<file path="config.mk">
export PLATFORM = sky130hd
export DESIGN_NAME = axi_ar_burst_issuer
export DESIGN_NICKNAME = d
export VERILOG_FILES = /design/src/rtl/araddr_pkg.sv /design/src/rtl/axi_ar_burst_issuer.sv
export SDC_FILE = /design/constraint.sdc
export NUM_CORES = 1
export LEC_CHECK = 0
export CORE_UTILIZATION = 37
export CTS_CLUSTER_SIZE = 24
export DETAILED_ROUTE_END_ITERATION = 6
export PLACE_DENSITY = 0.57
export SLEW_MARGIN = 20
export SYNTH_ARGS = -nofsm -noshare
export SYNTH_HDL_FRONTEND = slang
export SYNTH_SLANG_ARGS = --single-unit
</file>
<file path="constraint.sdc">
create_clock -name clk -period 11.06 [get_ports clk]
set_clock_uncertainty 0.1 [all_clocks]
set_input_delay 1.659 -clock clk [delete_from_list [all_inputs] [get_ports clk]]
set_output_delay 1.659 -clock clk [all_outputs]
set_load 0.05 [all_outputs]
</file>
<file path="src/rtl/araddr_pkg.sv">
// Shared definitions for the AXI read-address burst issuer: protocol constants,
// FSM state encoding and the per-burst beat-count helper.
package araddr_pkg;

  localparam logic [1:0] AXI_BURST_INCR = 2'b01;
  localparam int         AXI_BOUNDARY   = 4096;

  typedef enum logic [1:0] {
    IDLE,
    CALC,
    ISSUE
  } state_t;

  // Largest legal burst: limited by remaining beats, the burst cap and the distance to the next 4 KB page.
  function automatic logic [8:0] f_burst_beats(input logic [31:0] rem,
                                               input logic [11:0] addr_lo,
                                               input int          max_burst,
                                               input int          size_log2);
    logic [12:0] room;
    logic [8:0]  beats;
    room = (13'(AXI_BOUNDARY) - {1'b0, addr_lo}) >> size_log2;
    if (rem > 32'(max_burst)) beats = 9'(max_burst);
    else                      beats = rem[8:0];
    if ({4'b0, beats} > room) beats = room[8:0];
    return beats;
  endfunction

endpackage

</file>
<file path="src/rtl/axi_ar_burst_issuer.sv">
// Pops {addr,len} read requests from the prefetch FIFO and splits them into AXI4 INCR
// bursts on the AR channel, capping outstanding bursts via R-channel last-beat completions.
module axi_ar_burst_issuer
  import araddr_pkg::*;
#(
  parameter int ADDR_W          = 32,
  parameter int LEN_W           = 16,
  parameter int DATA_BYTES      = 32,
  parameter int MAX_BURST       = 16,
  parameter int MAX_OUTSTANDING = 8,
  parameter int AXI_ID          = 0
) (
  input  logic                    clk,
  input  logic                    rst_n,
  input  logic [ADDR_W+LEN_W-1:0] req_data,
  input  logic                    req_vld,
  output logic                    req_en,
  output logic [3:0]              m_axi_arid,
  output logic [ADDR_W-1:0]       m_axi_araddr,
  output logic [7:0]              m_axi_arlen,
  output logic [2:0]              m_axi_arsize,
  output logic [1:0]              m_axi_arburst,
  output logic                    m_axi_arvalid,
  input  logic                    m_axi_arready,
  input  logic                    rd_burst_done,
  output logic                    busy
);

  localparam int                SIZE_LOG2 = $clog2(DATA_BYTES);
  localparam logic [ADDR_W-1:0] ADDR_MASK = ADDR_W'(DATA_BYTES - 1);

  state_t            state;
  logic [ADDR_W-1:0] req_addr;
  logic [LEN_W-1:0]  req_len;
  logic [ADDR_W-1:0] cur_addr;
  logic [LEN_W-1:0]  rem;
  logic [8:0]        beats;
  logic [8:0]        beats_calc;
  logic [7:0]        outstanding;
  logic [7:0]        outstanding_nxt;
  logic              ar_hs;
  logic              room_ok;

  assign {req_addr, req_len} = req_data;
  assign ar_hs               = m_axi_arvalid & m_axi_arready;
  assign req_en              = rst_n & req_vld & (state == IDLE);
  assign busy                = (state != IDLE);
  assign m_axi_arid          = 4'(AXI_ID);
  assign m_axi_arsize        = 3'(SIZE_LOG2);
  assign m_axi_arburst       = AXI_BURST_INCR;
  assign beats_calc          = f_burst_beats(32'(rem), cur_addr[11:0], MAX_BURST, SIZE_LOG2);

  // Simultaneous issue and completion cancel; a completion with nothing outstanding is dropped.
  always_comb begin
    outstanding_nxt = outstanding;
    if (ar_hs && !rd_burst_done)
      outstanding_nxt = outstanding + 8'd1;
    else if (!ar_hs && rd_burst_done && (outstanding != 8'd0))
      outstanding_nxt = outstanding - 8'd1;
  end

  assign room_ok = (outstanding_nxt < 8'(MAX_OUTSTANDING));

  always_ff @(posedge clk or negedge rst_n) begin
    if (!rst_n) outstanding <= 8'd0;
    else        outstanding <= outstanding_nxt;
  end

  always_ff @(posedge clk or negedge rst_n) begin
    if (!rst_n) begin
      state         <= IDLE;
      cur_addr      <= '0;
      rem           <= '0;
      beats         <= '0;
      m_axi_araddr  <= '0;
      m_axi_arlen   <= '0;
      m_axi_arvalid <= 1'b0;
    end else begin
      case (state)
        IDLE: begin
          if (req_vld) begin
            cur_addr <= req_addr & ~ADDR_MASK;
            rem      <= req_len;
            if (req_len != '0) state <= CALC;
          end
        end
        CALC: begin
          beats         <= beats_calc;
          m_axi_araddr  <= cur_addr;
          m_axi_arlen   <= 8'(beats_calc - 9'd1);
          m_axi_arvalid <= room_ok;
          state         <= ISSUE;
        end
        ISSUE: begin
          // Once raised, arvalid only drops on the handshake; the counter can only shrink meanwhile.
          if (m_axi_arvalid) begin
            if (m_axi_arready) begin
              m_axi_arvalid <= 1'b0;
              cur_addr      <= cur_addr + (ADDR_W'(beats) << SIZE_LOG2);
              rem           <= rem - LEN_W'(beats);
              state         <= (rem == LEN_W'(beats)) ? IDLE : CALC;
            end
          end else begin
            m_axi_arvalid <= room_ok;
          end
        end
        default: state <= IDLE;
      endcase
    end
  end

endmodule
</file>
==> summary.md <==
| Metric | Value |
|---|---|
| Status | `finished, final reports clean` |
| NumNets Final | `about 850` |
| EDFF count, synth | `0` |
| Internal power | `between 0.001 and 0.0015 W` |
| WHS | `about 0.39 ns` |
| Startpoint Class | `register` |
| Clock share of power | `between 10% and 20%` |
| Gate Count Post-Synth | `~680` |
| Number of H-tree levels | `3` |
| 1st-iter DRT viols | `approximately 270` |
| Number of clock sinks | `slightly below 100` |
| Most frequent cell after synthesis | `dfrtp_1` |
| Num CTS Buffers | `9` |
| Slew Limit Fails | `0` |
| Fin. Hold Viols | `0` |
| Die area | `around 17,000 um^2` |
| # DRC | `0` |
| Clock buffer depth | `2` |
| Rows | `47` |
| Resized cells post-CTS | `0` |
| Synth area leader | `dfrtp_1` |
| Sequential share of power | `27.2%` |
| Number of post-CTS setup repair buffers | `0` |
| Port Buffers | `85` |
| Power Density | `about 350 nW/um^2` |
| Share of the synthesized area in the top cell type | `between 30% and 40%` |
| Top_reg_cell synth | `dfrtp_1` |
| Area grow syn2layout | `21.5%` |
| Global route total overflow | `0` |
| GPL Wtd Cong | `0.867` |
| Post-route minimum period | `5.23 ns` |
| Critical Path Sink Type | `register` |
| Diodes inserted | `0` |
| Worst path cell trace | `or4_4, or4_4, a211oi_1, and2_1, ha_1, a21oi_1, a21boi_0, o211ai_1, nor2_1, a31oi_1, ha_1, mux4_2, a31oi_1, a21oi_1` |
| Total negative slack | `0 ns` |
| Die height | `between 100 and 150 um` |
| Rel. slew slack | `a little under a third` |
| Initial antenna violation count | `1` |
| 1st-pass router iterations | `4` |
| Crit share post-route | `a little under half` |
| Core ar. | `approximately 17,000 um^2` |
| Buffers & Inverters on Critical Path | `0` |
| Area of the mapped netlist | `between 6000 and 7000 um^2` |
| Die width | `132 um` |
| Routed WL | `15,800 um` |
| Leakage | `3.19 nW` |
| MaxCap Viol Count | `0` |
| Highest clock rate | `between 150 and 200 MHz` |
| Fillcell total | `~1,600` |
| Hold Buf Count CTS | `0` |
| CP arrival | `between 5 and 6 ns` |
| Crit-path max FO | `14` |
| Post-route ant nets | `0` |
| CTS clk-pin slew, worst paths | `about 0.070 ns` |
| DR vias/cell | `5.40` |
| Cell variety after synth | `62` |
| Layout cells sized above 1 | `8.37%` |
| Number of global-route vias before repair | `between 5,000 and 6,000` |
| Pin count of the biggest net entering global routing | `roughly 70` |
| Register Area | `2450 um^2` |
| Logic pwr share | `around three fifths` |
| DR vias | `between 5,000 and 6,000` |
| RSZ-0062 raised after global routing | `no` |
| Total GRT Usage | `18.5%` |
| Syn avg cell area | `between 9 and 10 um^2` |
| Max stage delay on crit path | `around 0.85 ns` |
| Delay-heaviest family, CP | `compound AO/OA/AOI/OAI gates` |
| DP HPWL | `roughly 11,000 um` |
| Footprint of the multi-input gates | `3540 um^2` |
| Setup CP Type | `register to register` |
| Switching part of the total power | `between 40% and 50%` |
| Initial Utilization | `37.8%` |
| Most frequent cells after synthesis | `98 x dfrtp_1, 67 x nand2_1, 49 x a21oi_1, 43 x o21ai_0, 40 x nor2_1` |
| CP required | `around 11 ns` |
| Final Util | `about 46%` |
| Synth async-reset ratio | `100%` |
| Synth Warn # | `0` |
| Register bit count reported by yosys | `98` |
| Root Driver | `clkbuf_16` |
| Maximum VDD drop | `between 0.00015 and 0.0002 V` |
| Net Switching | `0.00130 W` |
| Routed WL per cell | `approximately 16 um` |
| Synth area leaders | `dfrtp_1 39%, ha_1 7.4%, mux2_2 5.4%` |
| I/O Pins | `around 110` |
| Finished layout cell area | `roughly 7600 um^2` |
| Min-Delay Path Class | `register to register` |
| First-pass GRT wire length | `about 26,000 um` |
| Tightest Pin Transition | `~1.0 ns` |
| # setup viols final | `0` |
| Register area share after synthesis | `about two fifths` |
| Clk Latency, worst-skew pair | `between 0.3 and 0.4 ns` |
| CP max-delay cell | `o211ai_1` |
| Cell Area, Placed | `around 7300 um^2` |
| CTS tree | `done` |
[logic make-up after synthesis]
| group | synth area share, % |
|---|---|
| buffers and inverters | 5.29 |
| adders and majority gates | 8.03 |
| AOI/OAI and AO/OA | 18.7 |
| xor gates and xnor gates | 2.52 |
| muxes | 8.63 |
| other | 0.120 |
| DFF | 39.2 |
| and+or+nand+nor | 17.6 |
[flip-flops by register name, indices dropped and copies added (netlist names)]
signal,flops
beats,9
m_axi_arlen,8
outstanding,8
m_axi_araddr,27
state,2
m_axi_arvalid,1
cur_addr,27
rem,16
[power by group through the flow]
stage	sequential (W)	combinational [W]	clock (W)
after floorplan	0.000904	0.000993	0
after global placement	0.000731	0.00159	0
after detailed placement	0.000738	0.00161	0
after CTS	0.000733	0.00162	0.000356
after global routing	0.000760	0.00177	0.000367
final	0.000732	0.00161	0.000349
[path summary, 6_finish.rpt]
path / from / endpoint / slack [ns] / cells past startpoint
min in group asynchronous: rst_n / m_axi_araddr[31] / 1.12 / 1
setup / recovery: rem[12] / m_axi_arlen[4] / 5.83 / 14
hold / removal: rem[15] / rem[15] / 0.39 / 1
setup reg to reg: rem[12] / m_axi_arlen[4] / 5.83 / 14
max in group asynchronous: rst_n / m_axi_araddr[5] / 8.48 / 2
hold reg to reg: rem[15] / rem[15] / 0.39 / 1
[final cells by class]
class	count	share of cell area (%)
clock buffers	12	3.24
clock inverters	4	0.986
inverters	33	1.63
multi-input cells	527	46.6
flip-flops and latches	98	32.2
well taps	220	3.62
repair buffers	91	11.7
[worst register-to-register path: cells and delay by family, from the launching register on]
family | cells | cell delay [ns]
compound gates | 7 | 2.33
fa+ha+maj | 2 | 0.55
flops | 1 | 0.40
mux | 1 | 0.32
simple gates | 4 | 1.40
[per-layer routing]
layer	up-vias	wire [um]	global-route usage, %
met5	-	12	0
met4	2	167	4.65
met3	13	571	3.73
met2	106	7860	32.1
met1	2582	7220	23.4
li1	2616	-	-
[through the flow]
| stage | worst slack (ns) | total power (W) | std cells |
|---|---|---|---|
| 2_1_floorplan | 6.63 | 0.00190 | 699 |
| 3_3_place_gp | 5.89 | 0.00232 | 969 |
| 3_5_place_dp | 5.84 | 0.00235 | 969 |
| 4_1_cts | 5.84 | 0.00271 | 985 |
| 5_1_grt | 5.31 | 0.00290 | 985 |
| 6_report | 5.83 | 0.00269 | 985 |
[cell usage in the layout (no fill, tap or decap), types with 4 or more instances in the layout]
| cell type | synthesis | routed |
|---|---|---|
| or3_1 | 9 | 9 |
| xor2_1 | 7 | 7 |
| o22ai_1 | 18 | 18 |
| conb_1 | 2 | 17 |
| nand2_1 | 67 | 67 |
| nor2_1 | 40 | 40 |
| dfrtp_1 | 98 | 98 |
| o211ai_1 | 6 | 6 |
| buf_4 | 14 | 7 |
| nor4_1 | 6 | 6 |
| mux2_2 | 30 | 30 |
| ha_1 | 37 | 36 |
| nand3_1 | 15 | 15 |
| inv_1 | 33 | 33 |
| mux2i_1 | 18 | 18 |
| nand4_1 | 14 | 14 |
| o21a_1 | 15 | 15 |
| nand2b_1 | 5 | 5 |
| and3_1 | 12 | 12 |
| or4_1 | 4 | 4 |
| o21ai_0 | 43 | 42 |
| clkdlybuf4s50_1 | 0 | 84 |
| a211o_1 | 4 | 4 |
| nor3_1 | 19 | 19 |
| xnor2_1 | 11 | 11 |
| clkbuf_16 | 0 | 9 |
| a31oi_1 | 7 | 7 |
| a21boi_0 | 5 | 5 |
| o41ai_1 | 4 | 4 |
| nor2b_1 | 9 | 8 |
| a21oi_1 | 49 | 49 |
| and2_1 | 6 | 6 |
No activity file was read; power rests on OpenSTA's default activity.
